--- src/rtl/chipper_pkg.sv ---
// chipper_pkg: flit field layout and idle/local route codes shared by
// the ingress stage and the downstream arbitration stage.
package chipper_pkg;

    localparam int FLIT_W   = 10;
    localparam int GOLD_BIT = 9;
    localparam int ROUTE_HI = 8;
    localparam int ROUTE_LO = 6;
    localparam int ID_HI    = 5;
    localparam int ID_LO    = 2;
    localparam int NSLOT    = 4;

    localparam logic [2:0] ROUTE_IDLE  = 3'b111;
    localparam logic [2:0] ROUTE_LOCAL = 3'b101;

    localparam logic [FLIT_W-1:0] IDLE_FLIT = 10'h1C0;

    typedef logic [FLIT_W-1:0] flit_t;

    function automatic logic [2:0] route_of(input flit_t f);
        return f[ROUTE_HI:ROUTE_LO];
    endfunction

    function automatic logic is_idle(input flit_t f);
        return route_of(f) == ROUTE_IDLE;
    endfunction

    function automatic logic is_local(input flit_t f);
        return route_of(f) == ROUTE_LOCAL;
    endfunction

endpackage

--- src/rtl/chipper_ingress_golden_epoch.sv ---
// golden_epoch: epoch cycle counter and rotating golden packet ID.
// Ports: clk_i, rst_i (sync, active-high) in; gold_id_o out.
module golden_epoch #(
    parameter int EPOCH_LEN = 64,
    parameter int ID_W      = 4
) (
    input  logic            clk_i,
    input  logic            rst_i,
    output logic [ID_W-1:0] gold_id_o
);

    localparam int CNT_W = (EPOCH_LEN > 2) ? $clog2(EPOCH_LEN) : 1;
    localparam logic [CNT_W-1:0] CNT_MAX = CNT_W'(EPOCH_LEN - 1);

    logic [CNT_W-1:0] epoch_cnt_q;
    logic [CNT_W-1:0] epoch_cnt_d;
    logic [ID_W-1:0]  gold_id_q;
    logic [ID_W-1:0]  gold_id_d;

    always_comb begin
        epoch_cnt_d = epoch_cnt_q + 1'b1;
        gold_id_d   = gold_id_q;
        if (epoch_cnt_q == CNT_MAX) begin
            epoch_cnt_d = '0;
            // natural wrap at 2^ID_W
            gold_id_d   = gold_id_q + 1'b1;
        end
    end

    always_ff @(posedge clk_i) begin
        if (rst_i) begin
            epoch_cnt_q <= '0;
            gold_id_q   <= '0;
        end else begin
            epoch_cnt_q <= epoch_cnt_d;
            gold_id_q   <= gold_id_d;
        end
    end

    assign gold_id_o = gold_id_q;

endmodule

--- src/rtl/chipper_ingress.sv ---
// chipper_ingress: registers four link flits, ejects one local flit,
// injects one local flit into a free slot, and re-marks golden bits.
// Ports: clk, rst (sync, active-high); in_n/e/s/w, inj_flit, inj_valid in;
// inj_ready (comb), eject_flit, eject_valid, out0..out3 (registered) out.
module chipper_ingress
    import chipper_pkg::*;
#(
    parameter int EPOCH_LEN = 64,
    parameter int ID_W      = 4
) (
    input  logic              clk,
    input  logic              rst,
    input  logic [FLIT_W-1:0] in_n,
    input  logic [FLIT_W-1:0] in_e,
    input  logic [FLIT_W-1:0] in_s,
    input  logic [FLIT_W-1:0] in_w,
    input  logic [FLIT_W-1:0] inj_flit,
    input  logic              inj_valid,
    output logic              inj_ready,
    output logic [FLIT_W-1:0] eject_flit,
    output logic              eject_valid,
    output logic [FLIT_W-1:0] out0,
    output logic [FLIT_W-1:0] out1,
    output logic [FLIT_W-1:0] out2,
    output logic [FLIT_W-1:0] out3
);

    logic [ID_W-1:0] gold_id;

    golden_epoch #(
        .EPOCH_LEN (EPOCH_LEN),
        .ID_W      (ID_W)
    ) u_epoch (
        .clk_i     (clk),
        .rst_i     (rst),
        .gold_id_o (gold_id)
    );

    flit_t in_slot [NSLOT];
    flit_t slot    [NSLOT];
    flit_t slot_d  [NSLOT];
    flit_t out_q   [NSLOT];

    flit_t eject_flit_q;
    flit_t eject_flit_d;
    logic  eject_valid_q;
    logic  eject_valid_d;
    logic  any_free;
    logic  inj_ready_c;
    logic  inj_done;

    always_comb begin
        in_slot[0] = in_n;
        in_slot[1] = in_e;
        in_slot[2] = in_s;
        in_slot[3] = in_w;

        slot          = in_slot;
        eject_valid_d = 1'b0;
        eject_flit_d  = eject_flit_q;

        // first local flit in N,E,S,W order leaves; later ones are deflected
        for (int i = 0; i < NSLOT; i++) begin
            if (!eject_valid_d && is_local(in_slot[i])) begin
                eject_valid_d = 1'b1;
                eject_flit_d  = in_slot[i];
                slot[i]       = IDLE_FLIT;
            end
        end

        any_free = 1'b0;
        for (int i = 0; i < NSLOT; i++) begin
            if (is_idle(slot[i])) begin
                any_free = 1'b1;
            end
        end

        inj_ready_c = any_free && !rst;

        // an idle-coded injection lands as idle, i.e. it is discarded
        inj_done = 1'b0;
        for (int i = 0; i < NSLOT; i++) begin
            if (inj_valid && inj_ready_c && !inj_done && is_idle(slot[i])) begin
                inj_done = 1'b1;
                slot[i]  = inj_flit;
            end
        end

        for (int i = 0; i < NSLOT; i++) begin
            slot_d[i] = slot[i];
            if (is_idle(slot[i])) begin
                slot_d[i] = IDLE_FLIT;
            end else begin
                slot_d[i][GOLD_BIT] =
                    (ID_W'(slot[i][ID_HI:ID_LO]) == gold_id);
            end
        end
    end

    always_ff @(posedge clk) begin
        if (rst) begin
            for (int i = 0; i < NSLOT; i++) begin
                out_q[i] <= IDLE_FLIT;
            end
            eject_flit_q  <= '0;
            eject_valid_q <= 1'b0;
        end else begin
            for (int i = 0; i < NSLOT; i++) begin
                out_q[i] <= slot_d[i];
            end
            eject_flit_q  <= eject_flit_d;
            eject_valid_q <= eject_valid_d;
        end
    end

    assign inj_ready   = inj_ready_c;
    assign eject_flit  = eject_flit_q;
    assign eject_valid = eject_valid_q;
    assign out0        = out_q[0];
    assign out1        = out_q[1];
    assign out2        = out_q[2];
    assign out3        = out_q[3];

endmodule

--- config.mk ---
export PLATFORM = sky130hd
export DESIGN_NAME = chipper_ingress
export DESIGN_NICKNAME = d
export VERILOG_FILES = /design/src/rtl/chipper_pkg.sv /design/src/rtl/chipper_ingress_golden_epoch.sv /design/src/rtl/chipper_ingress.sv
export SDC_FILE = /design/constraint.sdc
export NUM_CORES = 1
export LEC_CHECK = 0
export BUFFER_PORTS_ARGS = -buffer_cell sky130_fd_sc_hd__buf_2
export CELL_PAD_IN_SITES_DETAIL_PLACEMENT = 1
export CELL_PAD_IN_SITES_GLOBAL_PLACEMENT = 1
export CORE_MARGIN = 2
export CORE_UTILIZATION = 33
export DETAILED_ROUTE_END_ITERATION = 8
export GPL_TIMING_DRIVEN = 0
export PLACE_DENSITY_LB_ADDON = 0.1
export SYNTH_ARGS = -nofsm -noshare
export SYNTH_HDL_FRONTEND = slang
export SYNTH_HIERARCHICAL = 1
export SYNTH_SLANG_ARGS = --single-unit
--- constraint.sdc ---
create_clock -name clk -period 1.8 [get_ports clk]
set_input_delay 0.27 -clock clk [delete_from_list [all_inputs] [get_ports clk]]
set_output_delay 0.27 -clock clk [all_outputs]
set_load 0.05 [all_outputs]
==> tab_implementation.tex, run 1 <==
\begin{tabular}{lr}
\hline
Metric & Value \\
\hline
\multicolumn{2}{l}{\textbf{Status}} \\
\quad Run status & complete, no violations \\
\multicolumn{2}{l}{\textbf{Route}} \\
\quad Via count normalized by instance count & 5.22 \\
\quad Number of iterations in the first detailed-routing pass & 4 \\
\quad Remaining routing DRC violations & 0 \\
\quad DR vias & 2,901 \\
\quad Routed WL & 10,100 um \\
\quad WL/cell & 18.1 um \\
\quad Iteration-0 DRC count of the detailed router & 109 \\
\quad Post-route antenna net violation count & 0 \\
\multicolumn{2}{l}{\textbf{Critical path}} \\
\quad Critical path launch point type & input pin \\
\quad Beginning of the worst register-to-register path & u\_epoch/gold\_id\_o[0]\$\_SDFFE\_PP0N\_ \\
\quad Worst reg2reg endpoint & u\_epoch/gold\_id\_o[2]\$\_SDFFE\_PP0N\_ \\
\quad Data arrival at the endpoint of the critical path & 1500 ps \\
\quad Critical path endpoint category & output port \\
\quad Biggest fanout along the worst timing path & 6 \\
\quad Worst-path cell chain & buf\_4 > and3b\_1 > buf\_6 > nor3\_4 > buf\_6 > o21bai\_4 > a31oi\_4 > buf\_6 \\
\quad Crit-path slowest cell & nor3\_4 \\
\quad Number of buffers and inverters on the critical path & 4 \\
\quad Worst stage delay on the critical path & 200 ps \\
\quad Required time of the critical path & 1530 ps \\
\quad Path length in cells of the critical path & 8 \\
\quad Source of the critical timing path & in\_e[8] \\
\quad Crit path max-delay family & buffers and inverters \\
\quad End point of the critical path & inj\_ready \\
\quad Worst r2r path cells & 4 \\
\quad Flop-to-flop setup slack & 290 ps \\
\quad Start-to-end type of the worst setup path & input pin to output port \\
\quad CP dominant cell by count & buf\_6 \\
\multicolumn{2}{l}{\textbf{Synthesis}} \\
\quad Yosys warning count & 6 \\
\quad Most frequent cell after synthesis & dfxtp\_1 \\
\quad Mapped Nets & 376 \\
\quad Library cell with the largest summed area after synthesis & dfxtp\_1 \\
\quad Area of the mapped netlist & 2940 um2 \\
\quad Number of enable flip-flop cells after synthesis & 0 \\
\quad Count of cell types in the netlist & 54 \\
\quad Total of flip-flops plus latches after synthesis & 61 \\
\quad Share of synthesized area occupied by flip-flops and latches & 41.6\% \\
\quad Mean instance size in the synthesized netlist & 9.14 um2 \\
\quad Share of the synthesized area in the top cell type & 41.6\% \\
\quad Most used DFF post-synth & dfxtp\_1 \\
\quad Commonest cells in the synthesized netlist & dfxtp\_1 (61), nor2\_1 (42), a22oi\_1 (17), nand2\_1 (16) \\
\quad FFs w/ async S/R, synth & 0\% \\
\quad Dominant cells by area after synthesis & dfxtp\_1 (42\%), nor2\_1 (5.4\%), mux2i\_1 (5.1\%) \\
\quad Gate Count Post-Synth & 321 \\
\multicolumn{2}{l}{\textbf{Global routing}} \\
\quad Total congestion overflow after global routing & 0 \\
\quad Global-route wire length before repair & 15,900 um \\
\quad All-Layer GR Usage & 21.3\% \\
\quad Largest net degree at the start of global routing & 11 \\
\quad Via count of the first global-routing pass & 2,944 \\
\quad Number of antenna violations at the first check in global routing & 0 \\
\multicolumn{2}{l}{\textbf{CTS}} \\
\quad Hold-fix buffers, CTS & 0 \\
\quad Clock Sink Count & 61 \\
\quad Clk pin slew, worst setup/hold paths & 60 ps \\
\quad Clock tree buffer depth & 2 \\
\quad Clock tree from TritonCTS & built \\
\quad Number of clock buffers inserted by TritonCTS & 9 \\
\quad Root buffer cell & clkbuf\_8 \\
\quad Worst-skew pair later-pin latency & 340 ps \\
\quad CTS HTree Levels & 3 \\
\multicolumn{2}{l}{\textbf{Pwr}} \\
\quad Combinational share of power & 24.1\% \\
\quad Switching share of power & 32.2\% \\
\quad Cell area power density & 902 nW/um2 \\
\quad Tot Pwr & 3660 uW \\
\quad Clk network pwr share & 36.0\% \\
\quad Worst vdd rail ir drop & 0.379 mV \\
\quad Cell-internal power & 2480 uW \\
\quad Leakage power figure & 0.00178 uW \\
\quad Sequential power share & 39.9\% \\
\quad NetSw & 1180 uW \\
\multicolumn{2}{l}{\textbf{STA}} \\
\quad Final hold violation count & 0 \\
\quad Highest clock rate & 564 MHz \\
\quad Portion of the clock cycle consumed by the worst path in the final layout & 98.6\% \\
\quad Setup slack after layout & 25.9 ps \\
\quad Endpoints failing setup & 0 \\
\quad Headroom to the max-slew limit & 58.2\% \\
\quad Worst hold slack & 141 ps \\
\quad Final critical delay including setup and external delays & 1770 ps \\
\quad Pins Over Slew Limit & 0 \\
\quad Slew at the pin closest to its max-slew limit & 627 ps \\
\quad Post-route clock skew & 4.55 ps \\
\multicolumn{2}{l}{\textbf{Die}} \\
\quad DIE WIDTH & 98.3 um \\
\quad Die outline area & 9660 um2 \\
\quad Total core area & 8680 um2 \\
\quad Row count & 34 \\
\quad Vertical die dimension & 98.3 um \\
\quad Starting density of the core & 33.8\% \\
\quad Top-level port count & 105 \\
\multicolumn{2}{l}{\textbf{Layout}} \\
\quad Nets@finish & 498 \\
\quad Layout cell share with drive strength beyond 1 & 37.5\% \\
\quad Antenna diode count & 0 \\
\quad Synth-to-layout area growth & 38.3\% \\
\multicolumn{2}{l}{\textbf{Placed design}} \\
\quad Half-perimeter wire length of the detailed placement result & 7740 um \\
\quad Worst slack after detailed placement & -538 ps \\
\quad Final weighted congestion in routability-driven placement & 0.887 \\
\quad Number of buffers inserted by port buffering & 103 \\
\multicolumn{2}{l}{\textbf{Hold path}} \\
\quad Type of the most critical hold path & input pin to flip-flop \\
\multicolumn{2}{l}{\textbf{Flow run}} \\
\quad Reported max-cap violation count & 0 \\
\hline
\end{tabular}
per-stage QoR:
step           setup TNS, ps  std cells  util [%]  cell area, um2
2_1_floorplan          -6.06        321         -            2990
3_3_place_gp          -10110        532      41.9            3640
3_5_place_dp          -11070        532      41.9            3640
4_1_cts                -33.1        549      44.8            3890
5_1_grt                -18.5        556      46.8            4060
6_report                   0        556      46.8            4060
power groups by stage:
stage	sequential (uW)	clock (uW)	combinational [uW]
after floorplan	1770	0	283
after global placement	1490	0	820
after detailed placement	1490	0	828
after CTS	1460	1360	846
after global routing	1470	1420	937
final	1460	1320	881
worst min-delay path by stage:
stage                          startpoint                    endpoint  slack, ps  cells past startpoint
5_1_grt                           in_n[8]      out_q[0][8]$_SDFF_PP1_        130                      2
3_3_place_gp   eject_flit[6]$_SDFFE_PP0P_  eject_flit[6]$_SDFFE_PP0P_        450                      2
3_5_place_dp   eject_flit[6]$_SDFFE_PP0P_  eject_flit[6]$_SDFFE_PP0P_        450                      2
2_1_floorplan                         rst      out_q[3][8]$_SDFF_PP1_        370                      2
6_report                          in_n[8]      out_q[0][8]$_SDFF_PP1_        140                      2
4_1_cts                           in_n[8]      out_q[0][8]$_SDFF_PP1_        170                      2
placed cells by master, fill, tap and decap left out, types with 5 or more instances in the layout:
master,instances
buf_2,95
dfxtp_1,61
nor2_1,41
a22oi_1,16
nand2_1,15
mux2i_1,15
nand3_1,13
a211oi_1,13
buf_4,13
buf_6,11
clkbuf_8,11
a21oi_1,10
nand2b_1,10
xor2_1,10
xnor2_1,9
clkbuf_1,8
o21ai_0,8
a21o_1,5
nand3b_1,5
nor3_1,5
repair_timing:
item | CTS | global route
setup buffers | 1 | 7
gates resized for setup | 10 | 32
pin swaps | 0 | 9
setup endpoints to repair | 13 | 27
sequential cells by signal (all words and copies together) (netlist names):
register and flops:
u_epoch/epoch_cnt_q 6, u_epoch/gold_id_o 4, eject_flit 10, out_q 40
eject_valid 1
cells by family after synthesis:
kind of cell | after synthesis | synth area share [%]
and+or+nand+nor | 123 | 23.3
AOI/OAI and AO/OA | 78 | 18.6
DFF | 61 | 41.6
buffers and inverters | 23 | 4.90
xor gates and xnor gates | 19 | 5.67
muxes | 15 | 5.11
adders and majority gates | 2 | 0.852
per-layer routing:
metal / share of wire [%] / GRT usage [%] / vias up
li1: - / - / 1402
met1: 45 / 28.4 / 1390
met2: 48 / 34.3 / 97
met3: 5.8 / 5.15 / 12
met4: 1.5 / 6.53 / 0
met5: 0 / 0 / -
cell type report:
cell class | count | area [um2]
Fill cell | 1059 | 4620
Multi-Input combinational cell | 237 | 1700
Sequential cell | 61 | 1220
Timing Repair Buffer | 111 | 623
Buffer | 19 | 154
Tap cell | 108 | 135
Clock buffer | 11 | 131
Clock inverter | 5 | 75.1
Inverter | 4 | 15.0
No activity file was read; power rests on OpenSTA's default activity.
==> inputs of run 2 (changes only) <==
==> constraint.sdc (replaced) <==
create_clock -name clk -period 1.45 [get_ports clk]
set_input_delay 0.2175 -clock clk [delete_from_list [all_inputs] [get_ports clk]]
set_output_delay 0.2175 -clock clk [all_outputs]
set_load 0.05 [all_outputs]
==> run 2 against run 1 <==
Effect of this change: the run now ends with setup timing left; flip-flop and latch count is the same; clock skew grew 1.4 ps; first-iteration DRC count grew 28%; setup slack lost 230 ps; sequential power grew 25%; non-clock buffer count grew 49; critical path depth is the same; power grew 27%; global-route usage grew 1.8 points; cell count grew 8.8%; largest power group unchanged.
==> tab_implementation.tex, run 2 (synthesis results as in run 1) <==
\begin{tabular}{lr}
\hline
Metric & Value \\
\hline
\multicolumn{2}{l}{\textbf{Pwr}} \\
\quad Cell area power density & 946 nW/um2 (+4.9\%) \\
\quad Worst vdd rail ir drop & 0.505 mV (+33\%) \\
\quad Leakage power figure & 0.00215 uW (+21\%) \\
\quad Tot Pwr & 4660 uW (+27\%) \\
\multicolumn{2}{l}{\textbf{Status}} \\
\quad Run status & complete, but fails checks \\
\quad Violated checks & setup timing \\
\multicolumn{2}{l}{\textbf{STA}} \\
\quad Setup slack after layout & -203 ps (-229 ps) \\
\quad Pins Over Slew Limit & 0 (unchanged) \\
\quad Headroom to the max-slew limit & 56.8\% (-1.4 points) \\
\quad Final hold violation count & 0 (unchanged) \\
\quad Endpoints failing setup & 20 (+20) \\
\quad Post-route clock skew & 5.94 ps (+1.38 ps) \\
\quad Final critical delay including setup and external delays & 1650 ps \\
\quad Unrepaired setup endpoints after global routing & true \\
\quad Portion of the clock cycle consumed by the worst path in the final layout & 114\% \\
\quad Highest clock rate & 605 MHz \\
\quad Slew at the pin closest to its max-slew limit & 648 ps (+20.7 ps) \\
\multicolumn{2}{l}{\textbf{Placed design}} \\
\quad Half-perimeter wire length of the detailed placement result & 7680 um (-0.67\%) \\
\quad Worst slack after detailed placement & -907 ps (-369 ps) \\
\quad Number of buffers inserted by port buffering & 103 (unchanged) \\
\quad Final weighted congestion in routability-driven placement & 0.827 (-6.8\%) \\
\multicolumn{2}{l}{\textbf{Layout}} \\
\quad Antenna diode count & 0 (unchanged) \\
\quad Nets@finish & 548 (+10\%) \\
\quad Top library cells by usage in the layout, fill and taps aside & buf\_2 (93), dfxtp\_1 (57), buf\_4 (49) \\
\quad Largest register FFs & 40 (unchanged) \\
\quad Layout cell share with drive strength beyond 1 & 56.1\% (+19 points) \\
\quad Number of fill cells in the layout & 1,015 (-4.2\%) \\
\quad Most common cell after layout, fill and taps aside & buf\_2 \\
\quad Synth-to-layout area growth & 67.6\% \\
\quad Register with the most flip-flops & out\_q \\
\multicolumn{2}{l}{\textbf{Route}} \\
\quad Remaining routing DRC violations & 0 (unchanged) \\
\quad Via count normalized by instance count & 5.33 (+2.2\%) \\
\quad Iteration-0 DRC count of the detailed router & 140 (+28\%) \\
\quad DR vias & 3,225 (+11\%) \\
\quad Post-route antenna net violation count & 0 (unchanged) \\
\quad Routed WL & 12,500 um (+24\%) \\
\quad Number of iterations in the first detailed-routing pass & 4 (unchanged) \\
\quad WL/cell & 20.6 um (+14\%) \\
\multicolumn{2}{l}{\textbf{CTS}} \\
\quad Clock tree buffer depth & 2 (unchanged) \\
\quad Root buffer cell & clkbuf\_8 \\
\quad CTS HTree Levels & 3 (unchanged) \\
\quad Clk pin slew, worst setup/hold paths & 70 ps (about the same) \\
\quad Worst-skew pair later-pin latency & 340 ps (about the same) \\
\quad Hold-fix buffers, CTS & 0 (unchanged) \\
\quad Number of clock buffers inserted by TritonCTS & 9 (unchanged) \\
\quad Clock tree from TritonCTS & built \\
\quad Clock Sink Count & 61 (unchanged) \\
\multicolumn{2}{l}{\textbf{Flow run}} \\
\quad Reported max-cap violation count & 0 (unchanged) \\
\multicolumn{2}{l}{\textbf{Critical path}} \\
\quad Required time of the critical path & 1230 ps (-300 ps) \\
\quad Data arrival at the endpoint of the critical path & 1440 ps (-60 ps) \\
\quad Critical path launch point type & input pin \\
\quad Start-to-end type of the worst setup path & input pin to output port \\
\quad Biggest fanout along the worst timing path & 4 (-2) \\
\quad Critical path endpoint category & output port \\
\multicolumn{2}{l}{\textbf{Global routing}} \\
\quad Largest net degree at the start of global routing & 11 (unchanged) \\
\quad Number of antenna violations at the first check in global routing & 0 (unchanged) \\
\quad All-Layer GR Usage & 23.2\% (+1.8 points) \\
\quad Via count of the first global-routing pass & 3,338 (+13\%) \\
\quad Total congestion overflow after global routing & 0 (unchanged) \\
\quad Global-route wire length before repair & 17,700 um (+11\%) \\
\multicolumn{2}{l}{\textbf{Die}} \\
\quad Row count & 34 (unchanged) \\
\quad Total core area & 8680 um2 (unchanged) \\
\quad Top-level port count & 105 (unchanged) \\
\quad Die outline area & 9660 um2 (unchanged) \\
\quad Starting density of the core & 33.8\% (unchanged) \\
\quad Vertical die dimension & 98.3 um (unchanged) \\
\quad DIE WIDTH & 98.3 um (unchanged) \\
\multicolumn{2}{l}{\textbf{Hold path}} \\
\quad Type of the most critical hold path & input pin to flip-flop \\
\hline
\end{tabular}
[run 2: metrics by stage]
| stage | area (um2) | std cells | hold WS, ps | util (%) | TNS, ps |
|---|---|---|---|---|---|
| after floorplan | 3030 | 321 | 322 | - | -1370 |
| after global placement | 3680 | 532 | 449 | 42.4 | -18910 |
| after detailed placement | 3680 | 532 | 458 | 42.4 | -19440 |
| after CTS | 4500 | 579 | 58.6 | 51.8 | -1280 |
| after global routing | 4920 | 605 | 102 | 56.7 | -3160 |
| final | 4920 | 605 | 96.6 | 56.7 | -2400 |
[run 2: repair_timing]
action / in CTS / in global routing
endpoints found under the setup margin: 36 / 36
resized for setup: 86 / 57
cloned: 1 / 1
hold endpoints to repair: 0 / 0
pin swaps: 37 / 30
setup buffers: 33 / 26
[run 2: area by class of cell]
type	count	area [um2]	share of cell area [%]
clock inverter	5	52.6	1.07
multi-input combinational	238	2100	42.6
timing repair buffer	163	1110	22.6
tap	108	135	2.75
sequential	61	1230	25.0
clock buffer	10	128	2.59
buffer	16	155	3.15
inverter	4	15.0	0.305
[run 2: metal layers]
layer  global-route usage, %  wire length, um
met1                    29.5             5170
met2                    38.7             6350
met3                    5.94              761
met4                    6.95              203
met5                       0                0
[run 2: critical path, cell delays in order]
cell      delay (ps)
buf_8            100
and3b_1          180
buf_6            130
nor3_4           180
clkbuf_8         170
o21bai_4          70
a31oi_4          190
buf_6            180
[run 2: power breakdown]
part	leakage (uW)	switching, uW	total, uW	internal, uW
clock network	0.0000919	669	1440	775
logic	0.00155	884	1390	508
registers	0.000506	37.4	1820	1780
total	0.00215	1590	4660	3060
[run 2: final timing paths]
| path | depth (start not counted) | slack, ps | end | from |
|---|---|---|---|---|
| setup / recovery | 8 | -200 | inj_ready | in_e[6] |
| hold / removal | 2 | 100 | out_q[0][8]$_SDFF_PP1_ | in_n[8] |
| setup reg to reg | 7 | -100 | out_q[3][9]$_SDFF_PP0_ | u_epoch/gold_id_o[1]$_SDFFE_PP0N_ |
| hold reg to reg | 1 | 450 | u_epoch/epoch_cnt_q[0]$_SDFF_PP0_ | u_epoch/epoch_cnt_q[0]$_SDFF_PP0_ |
==> inputs of run 3 (changes only) <==
--- a/config.mk
+++ b/config.mk
@@ -6,6 +6,7 @@
 export NUM_CORES = 1
 export LEC_CHECK = 0
 export BUFFER_PORTS_ARGS = -buffer_cell sky130_fd_sc_hd__buf_2
+export CAP_MARGIN = 30
 export CELL_PAD_IN_SITES_DETAIL_PLACEMENT = 1
 export CELL_PAD_IN_SITES_GLOBAL_PLACEMENT = 1
 export CORE_MARGIN = 2
@@ -13,6 +14,7 @@
 export DETAILED_ROUTE_END_ITERATION = 8
 export GPL_TIMING_DRIVEN = 0
 export PLACE_DENSITY_LB_ADDON = 0.1
+export RECOVER_POWER = 25
 export SYNTH_ARGS = -nofsm -noshare
 export SYNTH_HDL_FRONTEND = slang
 export SYNTH_HIERARCHICAL = 1
==> run 3 against run 2 <==
Effect of this change: the run still ends with setup timing left; cell count grew 0.66%; clock power rose by 7%; flip-flop and latch count did not move; global-route usage increased by 0.41 points; first-iteration DRC count rose by 12%; non-clock buffer count increased by 2; sequential power about the same; clock-buffer cell count rose by 2; via count is 2.7% higher; hold slack worse by 21 ps; critical path depth rose by 2; power increased by 2.2%.
==> tab_implementation.tex, run 3 (synthesis results as in run 1) <==
\begin{tabular}{lr}
\hline
Metric & Value \\
\hline
\multicolumn{2}{l}{\textbf{Status}} \\
\quad Run status & complete, but fails checks \\
\quad Violated checks & setup timing \\
\multicolumn{2}{l}{\textbf{Die}} \\
\quad Starting density of the core & 33.8\% (unchanged) \\
\quad Total core area & 8680 um2 (unchanged) \\
\quad Row count & 34 (unchanged) \\
\quad Vertical die dimension & 98.3 um (unchanged) \\
\quad Die outline area & 9660 um2 (unchanged) \\
\quad Top-level port count & 105 (unchanged) \\
\quad DIE WIDTH & 98.3 um (unchanged) \\
\multicolumn{2}{l}{\textbf{Critical path}} \\
\quad Flop-to-flop setup slack & -60 ps (+40 ps) \\
\quad Worst stage delay on the critical path & 400 ps (+210 ps) \\
\quad Worst r2r path cells & 5 (-2) \\
\quad Beginning of the worst register-to-register path & u\_epoch/gold\_id\_o[2]\$\_SDFFE\_PP0N\_ \\
\quad Critical path endpoint category & flip-flop \\
\quad Worst reg2reg endpoint & out\_q[3][9]\$\_SDFF\_PP0\_ \\
\quad Biggest fanout along the worst timing path & 5 (+1) \\
\quad CP dominant cell by count & buf\_6 \\
\quad Data arrival at the endpoint of the critical path & 1960 ps (+520 ps) \\
\quad Start-to-end type of the worst setup path & input pin to flip-flop \\
\quad Critical path launch point type & input pin \\
\quad Crit-path slowest cell & nor4\_4 \\
\quad Worst-path cell chain & buf\_8 > buf\_6 > and2\_4 > buf\_6 > nor4\_4 > buf\_6 > buf\_6 > nor2\_2 > a32o\_2 > nor4\_2 \\
\quad Required time of the critical path & 1710 ps (+480 ps) \\
\multicolumn{2}{l}{\textbf{Layout}} \\
\quad Filler-free cell count of the finished design & 609 (+0.66\%) \\
\quad Multi-input logic area & 2050 um2 (-2.0\%) \\
\quad Register with the most flip-flops & out\_q \\
\quad Sequential cell area & 1220 um2 (-0.31\%) \\
\quad Post-route core utilization & 56.8\% (+0.10 points) \\
\quad Top library cells by usage in the layout, fill and taps aside & buf\_2 (76), dfxtp\_1 (58), buf\_4 (46) \\
\quad Antenna diode count & 0 (unchanged) \\
\quad Number of fill cells in the layout & 1,000 (-1.5\%) \\
\quad Most common cell after layout, fill and taps aside & buf\_2 \\
\quad Layout cell share with drive strength beyond 1 & 55.7\% (-0.45 points) \\
\quad Nets@finish & 551 (+0.55\%) \\
\quad Synth-to-layout area growth & 67.9\% \\
\quad Largest register FFs & 40 (unchanged) \\
\multicolumn{2}{l}{\textbf{CTS}} \\
\quad Clk pin slew, worst setup/hold paths & 70 ps (about the same) \\
\quad Clock tree from TritonCTS & built \\
\quad Clock tree buffer depth & 2 (unchanged) \\
\quad CTS HTree Levels & 3 (unchanged) \\
\quad Clock Sink Count & 61 (unchanged) \\
\quad Worst-skew pair later-pin latency & 350 ps (about the same) \\
\quad Hold-fix buffers, CTS & 0 (unchanged) \\
\quad Number of clock buffers inserted by TritonCTS & 9 (unchanged) \\
\quad Root buffer cell & clkbuf\_8 \\
\multicolumn{2}{l}{\textbf{Hold path}} \\
\quad Worst Hold Launch & in\_n[8] \\
\quad Number of stages on the worst hold path & 2 (unchanged) \\
\quad Hold endpoint & out\_q[0][8]\$\_SDFF\_PP1\_ \\
\quad Type of the most critical hold path & input pin to flip-flop \\
\multicolumn{2}{l}{\textbf{Global routing}} \\
\quad All-Layer GR Usage & 23.6\% (+0.41 points) \\
\quad Global-route wire length before repair & 17,800 um (+0.82\%) \\
\quad Total congestion overflow after global routing & 0 (unchanged) \\
\quad Number of antenna violations at the first check in global routing & 0 (unchanged) \\
\quad Via count of the first global-routing pass & 3,356 (+0.54\%) \\
\quad Largest net degree at the start of global routing & 11 (unchanged) \\
\multicolumn{2}{l}{\textbf{Pwr}} \\
\quad Worst vdd rail ir drop & 0.427 mV (-15\%) \\
\quad Leakage power figure & 0.00216 uW (+0.48\%) \\
\quad Cell area power density & 965 nW/um2 (+2.0\%) \\
\multicolumn{2}{l}{\textbf{Flow run}} \\
\quad Reported max-cap violation count & 0 (unchanged) \\
\multicolumn{2}{l}{\textbf{Route}} \\
\quad Routed WL & 12,900 um (+3.5\%) \\
\quad Post-route antenna net violation count & 0 (unchanged) \\
\quad Iteration-0 DRC count of the detailed router & 157 (+12\%) \\
\quad Number of iterations in the first detailed-routing pass & 4 (unchanged) \\
\quad Via count normalized by instance count & 5.44 (+2.0\%) \\
\quad Remaining routing DRC violations & 0 (unchanged) \\
\quad DR vias & 3,312 (+2.7\%) \\
\quad WL/cell & 21.2 um (+2.8\%) \\
\multicolumn{2}{l}{\textbf{STA}} \\
\quad Headroom to the max-slew limit & 59.4\% (+2.5 points) \\
\quad Pins Over Slew Limit & 0 (unchanged) \\
\quad Final critical delay including setup and external delays & 1700 ps (+47.3 ps) \\
\quad Post-route clock skew & 3.32 ps (-2.62 ps) \\
\quad Endpoints failing setup & 19 (-5.0\%) \\
\quad Slew at the pin closest to its max-slew limit & 610 ps (-38.0 ps) \\
\quad Unrepaired setup endpoints after global routing & true \\
\quad Highest clock rate & 588 MHz (-2.8\%) \\
\quad Setup slack after layout & -250 ps (-47.3 ps) \\
\quad Setup\_tns & -1720 ps (+680 ps) \\
\quad Portion of the clock cycle consumed by the worst path in the final layout & 117\% (+3.3 points) \\
\quad Final hold violation count & 0 (unchanged) \\
\quad Worst hold slack & 75.9 ps (-20.7 ps) \\
\multicolumn{2}{l}{\textbf{Placed design}} \\
\quad Total instance count after detailed placement & 533 (+0.19\%) \\
\quad Number of buffers inserted by port buffering & 103 (unchanged) \\
\quad Half-perimeter wire length of the detailed placement result & 7720 um (+0.49\%) \\
\quad Final weighted congestion in routability-driven placement & 0.827 (unchanged) \\
\hline
\end{tabular}
[run 3: changes by cell type in the layout (fill, tap and decap cells not counted), moves of 3 or more]
cell      previous run  this run
clkbuf_2             2        19
nor2_1              31        27
nor2_2               5         9
buf_4               49        46
buf_2               93        76
[run 3: worst max-delay path: cells and delay by family]
kind | cells | cell delay, ps
AO/OA/AOI/OAI | 1 | 240
AND/OR/NAND/NOR | 4 | 870
buffers and inverters | 5 | 630
[run 3: stage by stage]
stage,power (uW),setup slack [ps],cell area [um2]
floorplan,2570,-303,3030
global placement,2890,-858,3680
detailed placement,2900,-743,3680
CTS,4630,-200,4570
global route,4930,-265,4930
finish,4760,-250,4930
[run 3: area by class of cell]
type | instances | share of cell area (%)
Multi-Input combinational cell | 239 | 41.7
Sequential cell | 61 | 24.9
Timing Repair Buffer | 165 | 23.4
Buffer | 16 | 3.10
Clock buffer | 12 | 2.94
Tap cell | 108 | 2.74
Clock inverter | 4 | 0.965
Inverter | 4 | 0.305
[run 3: how the worst max path moves through the flow]
stage | start | to | cells after the start
final | in_n[6] | out_q[3][9]$_SDFF_PP0_ | 10
after global routing | in_n[6] | out_q[3][9]$_SDFF_PP0_ | 10
after CTS | in_n[6] | inj_ready | 8
after detailed placement | in_e[7] | out_q[2][9]$_SDFF_PP0_ | 8
after global placement | in_n[8] | out_q[1][9]$_SDFF_PP0_ | 8
after floorplan | rst | out_q[2][9]$_SDFF_PP0_ | 8
[run 3: power breakdown]
group          leakage, uW  switching, uW  total [uW]  internal, uW
clock network    0.0000964            700        1540           836
registers         0.000505           36.9        1820          1780
logic              0.00156            891        1400           511
[run 3: timing repair]
action / CTS / global route
resized for setup: 87 / 53
setup buffers: 38 / 23
gates cloned: 2 / 1
pin swaps: 31 / 30
setup endpoints to repair: 36 / 30
[run 3: routing by layer]
layer	routed length [um]	GRT usage, %	vias up
li1	-	-	1522
met1	5310	30.2	1618
met2	6530	39.5	145
met3	814	5.94	27
met4	263	6.64	0
met5	0	0	-
